**src/rtl/cordic_share_arb.sv**
```systemverilog
// Round-robin arbiter and result router sharing one pipelined sine/cosine
// CORDIC unit among N requesters. Each requester has at most one operation
// outstanding, so returning results always find a free response register and
// the CORDIC pipeline never stalls. A requester-ID tag rides a shift pipeline
// matched to the CORDIC latency and steers each result to its owner.
module cordic_share_arb #(
    parameter int unsigned N   = 4,
    parameter int unsigned W   = 12,
    parameter int unsigned LAT = 14
) (
    input  logic                 clk,
    input  logic                 rst,
    input  logic [N-1:0]         req_valid,
    output logic [N-1:0]         req_ready,
    input  logic [N-1:0]         req_func,
    input  logic [N*2*W-1:0]     req_a,
    output logic [N-1:0]         resp_valid,
    input  logic [N-1:0]         resp_ready,
    output logic [N*W-1:0]       resp_f,
    output logic                 c_start,
    output logic                 c_func,
    output logic [2*W-1:0]       c_a,
    input  logic                 c_valid,
    input  logic [W-1:0]         c_f,
    output logic                 err
);

    localparam int unsigned IDW = (N > 1) ? $clog2(N) : 1;
    localparam int unsigned CW  = $clog2(LAT + 1);

    // Outstanding-operation tracking and arbitration state
    logic [N-1:0]     busy;
    logic [N-1:0]     elig;
    logic [N-1:0]     grant;
    logic [N-1:0]     take;
    logic [IDW-1:0]   ptr;
    logic [IDW-1:0]   gidx;
    logic [IDW-1:0]   cand;
    logic             gfound;

    // Operand selected for the winning requester
    logic [2*W-1:0]   sel_a;
    logic             sel_f;

    // ID of the operation currently presented on c_start
    logic [IDW-1:0]   c_id;

    // Tag pipeline: valid bits and requester IDs, tail aligned with c_valid
    logic [LAT-1:0]   tag_v;
    logic [IDW-1:0]   tag_id [LAT];
    logic             tail_v;
    logic [IDW-1:0]   tail_id;

    // Post-reset flush window
    logic [CW-1:0]    flush_cnt;
    logic             flushing;

    logic             capture;

    assign elig     = req_valid & ~busy;
    assign take     = resp_valid & resp_ready;
    assign tail_v   = tag_v[LAT-1];
    assign tail_id  = tag_id[LAT-1];
    assign flushing = (flush_cnt != '0);
    assign capture  = tail_v && c_valid && !flushing;
    assign req_ready = grant;

    // Round-robin search for the first eligible requester after ptr
    always_comb begin
        gfound = 1'b0;
        gidx   = '0;
        cand   = '0;
        for (int unsigned k = 1; k <= N; k++) begin
            cand = IDW'((32'(ptr) + k) % N);
            if (!gfound && elig[cand]) begin
                gfound = 1'b1;
                gidx   = cand;
            end
        end
        if (rst) begin
            gfound = 1'b0;
        end
        grant = '0;
        if (gfound) begin
            grant[gidx] = 1'b1;
        end
    end

    // Operand and function multiplexer for the granted requester
    always_comb begin
        sel_a = '0;
        sel_f = 1'b0;
        for (int unsigned i = 0; i < N; i++) begin
            if (gidx == IDW'(i)) begin
                sel_a = req_a[i*2*W +: 2*W];
                sel_f = req_func[i];
            end
        end
    end

    // Registered CORDIC issue and round-robin pointer update
    always_ff @(posedge clk) begin
        if (rst) begin
            c_start <= 1'b0;
            c_func  <= 1'b0;
            c_a     <= '0;
            c_id    <= '0;
            ptr     <= IDW'(N - 1);
        end else begin
            c_start <= gfound;
            if (gfound) begin
                c_func <= sel_f;
                c_a    <= sel_a;
                c_id   <= gidx;
                ptr    <= gidx;
            end
        end
    end

    // Tag shift pipeline loaded in the cycle c_start is presented
    always_ff @(posedge clk) begin
        if (rst) begin
            tag_v <= '0;
            for (int unsigned k = 0; k < LAT; k++) begin
                tag_id[k] <= '0;
            end
        end else begin
            tag_v     <= {tag_v[LAT-2:0], c_start};
            tag_id[0] <= c_id;
            for (int unsigned k = 1; k < LAT; k++) begin
                tag_id[k] <= tag_id[k-1];
            end
        end
    end

    // Flush counter ignoring results from operations issued before reset
    always_ff @(posedge clk) begin
        if (rst) begin
            flush_cnt <= CW'(LAT);
        end else if (flushing) begin
            flush_cnt <= flush_cnt - CW'(1);
        end
    end

    // Busy bits: set on request handshake, cleared on response handshake
    always_ff @(posedge clk) begin
        if (rst) begin
            busy <= '0;
        end else begin
            busy <= (busy & ~take) | grant;
        end
    end

    // Response registers: capture from the tag tail, clear on take
    always_ff @(posedge clk) begin
        if (rst) begin
            resp_valid <= '0;
            resp_f     <= '0;
        end else begin
            for (int unsigned i = 0; i < N; i++) begin
                if (take[i]) begin
                    resp_valid[i] <= 1'b0;
                end
                if (capture && (tail_id == IDW'(i))) begin
                    resp_valid[i]      <= 1'b1;
                    resp_f[i*W +: W]   <= c_f;
                end
            end
        end
    end

    // Sticky error when the tag tail and c_valid disagree outside the flush
    always_ff @(posedge clk) begin
        if (rst) begin
            err <= 1'b0;
        end else if (!flushing && (tail_v != c_valid)) begin
            err <= 1'b1;
        end
    end

endmodule
```
**config.mk**
```make
export PLATFORM = sky130hd
export DESIGN_NAME = cordic_share_arb
export DESIGN_NICKNAME = d
export VERILOG_FILES = /design/src/rtl/cordic_share_arb.sv
export SDC_FILE = /design/constraint.sdc
export NUM_CORES = 1
export LEC_CHECK = 0
export CAP_MARGIN = 0
export CORE_AREA = 4 4 96 188
export CTS_BUF_LIST = sky130_fd_sc_hd__clkbuf_4
export DETAILED_ROUTE_END_ITERATION = 6
export DIE_AREA = 0 0 100 192
export PLACE_DENSITY = 0.68
export SLEW_MARGIN = 0
export SYNTH_ARGS = -nofsm -noshare
export SYNTH_HDL_FRONTEND = slang
export SYNTH_SLANG_ARGS = --single-unit
```
**constraint.sdc**
```tcl
create_clock -name clk -period 4.2 [get_ports clk]
set_clock_uncertainty 0.1 [all_clocks]
set_input_delay 0.63 -clock clk [delete_from_list [all_inputs] [get_ports clk]]
set_output_delay 0.63 -clock clk [all_outputs]
set_load 0.05 [all_outputs]
```
==> metrics.md <==
| Metric | Value |
|---|---|
| Starting Density | `34.3%` |
| Drt first pass iters | `5` |
| Antenna-violating nets left | `0` |
| Pin count of the biggest net entering global routing | `85` |
| Commonest cells in the synthesized netlist | `dfxtp_1, nor2_1, mux2i_1` |
| Grt total ovfl | `0` |
| DRT Wirelength | `around 17 mm` |
| Seq/Total Area, Yosys | `between 40 and 50%` |
| Worst skew pair latency | `roughly 0.51 ns` |
| Post-layout nets | `around 910` |
| Status | `complete, no violations` |
| Worst min path class | `flop to flop` |
| Final Cycle Share | `between 80 and 90%` |
| First-pass GRT wire length | `roughly 26 mm` |
| Critical Path RT | `between 3 and 4 ns` |
| Drt wl/cell | `about 17 um` |
| Minimum hold slack | `~0.34 ns` |
| LEAKAGE | `3.24 nW` |
| Sequential Area | `about 0.0027 mm^2` |
| I/O pins | `around 200` |
| Largest fanout on the critical path | `7` |
| Number of global-route vias before repair | `a little under 5000` |
| Slew HR | `about 25%` |
| IR drop worst, VDD | `around 270 uV` |
| Netlist cell types | `53` |
| Minimum clock period | `roughly 3.4 ns` |
| Post-DP HPWL | `12.9 mm` |
| Total CTS buffers | `17` |
| Final worst-path setup slack | `around 0.79 ns` |
| Fraction of layout cells with a size suffix above 1 | `11.3%` |
| Post-cts sizing count | `0` |
| Port Buffers | `about 210` |
| Setup crit end kind | `primary output` |
| Total power | `between 4 and 5 mW` |
| Setup TNS | `0 ns` |
| Ys async rst share | `0%` |
| Core Box Area | `~0.017 mm^2` |
| Hold Vio Cnt, Final | `0` |
| RSZ-0062 raised after global routing | `no` |
| Synth area leaders | `dfxtp_1, mux2i_1, nor2b_1, nor2_1, a21o_1` |
| DR DRC count | `0` |
| CTS tree | `done` |
| CTS Sinks | `133` |
| Filler cells | `~1600` |
| Worst Tran Pin Value | `between 1 and 1.5 ns` |
| Post-synthesis cell area | `around 0.0057 mm^2` |
| CP arrival | `around 2.7 ns` |
| Top FF cell, synth | `dfxtp_1` |
| Mapped Cells | `597` |
| Area of the multi-input gates | `0.00277 mm^2` |
| YS warnings | `0` |
| Design area | `0.00822 mm^2` |
| Full die area | `~0.019 mm^2` |
| Via density | `approximately 4.9` |
| Area leader, netlist | `dfxtp_1` |
| Die Y | `192 um` |
| Final setup vio count | `0` |
| Worst slack, placed | `roughly 0.81 ns` |
| Global Route Usage Sum | `between 10% and 20%` |
| Critical Path Source Type | `primary input` |
| Mean post-synth cell area | `about 9.6 um^2` |
| Die width | `~100 um` |
| Peak Freq | `approximately 290 MHz` |
| Post-CTS Setup Repair Bufs | `0` |
| Post-Syn Nets | `a little over 700` |
| Via count | `4984` |
| Share of the synthesized area in the top cell type | `around 47%` |
| Number of synthesized flops with an enable pin | `0` |
| CTS clk-pin slew, worst paths | `0.12 ns` |
| Slew Limit Fails | `0` |
| Count leader, synth | `dfxtp_1` |
| CTS max path bufs | `2` |
| MaxCap Viol Count | `0` |
| P&R area growth vs syn | `43.7%` |
| Critical path class | `primary input to primary output` |
| Initial drt markers | `between 100 and 150` |
| Hold buffer count at CTS | `0` |
| Placed Area | `approximately 0.0079 mm^2` |
| CTS H-tree lvls | `4` |
| Antenna violations before repair | `2` |
| Gp weighted congestion | `~0.84` |
| PwrDens | `about 510 mW/mm^2` |
| Rows | `67` |
| Seq cells post-synth | `roughly 130` |
| Clock root buffer | `clkbuf_4` |
placed cells by master, fill, tap and decap left out, types with 13 or more instances in the layout:
| cell | Yosys | routed |
|---|---|---|
| clkdlybuf4s50_1 | 0 | 200 |
| dfxtp_1 | 133 | 133 |
| nor2_1 | 62 | 62 |
| mux2i_1 | 44 | 44 |
| nor2b_1 | 42 | 42 |
| nand2_1 | 35 | 35 |
| a21oi_1 | 32 | 32 |
| nand3_1 | 29 | 29 |
| a21o_1 | 24 | 24 |
| nor3_1 | 21 | 21 |
| o21ai_0 | 21 | 21 |
| clkbuf_4 | 0 | 17 |
| o211ai_1 | 15 | 15 |
| buf_4 | 2 | 13 |
where the power goes:
group,switching (mW),internal (mW),total [mW]
clock,0.478,0.527,1.00
combinational,1.04,0.647,1.69
sequential,0.0981,1.40,1.49
total,1.61,2.57,4.18
worst max-delay path, stage by stage:
cell	delay (ns)
clkdlybuf4s50_1	0.46
nor2b_4	0.17
nor4_1	0.60
nor2_1	0.25
buf_4	0.21
and3_1	0.17
buf_4	0.18
routing by layer:
layer	vias to the layer above	share of wire [%]	global-route usage, %
met5	-	0	0
met4	0	3.6	7.99
met3	24	5.5	4.29
met2	179	53	33.1
met1	2302	38	19.0
li1	2479	-	-
registers in the layout (all words and copies together) (netlist names):
name,count
resp_f,48
ptr,2
flush_cnt,4
c_func,1
err,1
tag_id,28
resp_valid,4
busy,4
c_id,2
tag_v,14
c_a,24
c_start,1
per-stage QoR:
step                util [%]  cells
global route            49.2   1007
finish                  49.2   1007
CTS                     49.2   1005
detailed placement      47.2    974
floorplan                  -    597
global placement        47.2    974
kinds of logic after synthesis:
group                      synth area share, %
and+or+nand+nor                           20.9
adders and majority gates                0.657
muxes                                     9.48
xor gates and xnor gates                 0.307
DFF                                       46.6
AOI/OAI and AO/OA                         17.1
buffers and inverters                     4.99
area by class of cell:
cell class,count,area share [%]
Timing Repair Buffer,216,26.3
Clock inverter,14,2.54
Inverter,5,0.228
Sequential cell,133,32.4
Multi-Input combinational cell,413,33.8
Antenna cell,2,0.0609
Tap cell,207,3.15
Clock buffer,17,1.55
path summary, 6_finish.rpt:
| check | start | endpoint | slack, ns | depth (start not counted) |
|---|---|---|---|---|
| min reg2reg | tag_id[1][0] | tag_id[1][2] | 0.34 | 1 |
| max reg2reg | flush_cnt[0] | resp_f[20] | 1.53 | 6 |
| min | tag_id[1][0] | tag_id[1][2] | 0.34 | 1 |
| max | req_valid[1] | req_ready[1] | 0.79 | 7 |
Note: power is estimated with default switching activity, not from simulation.
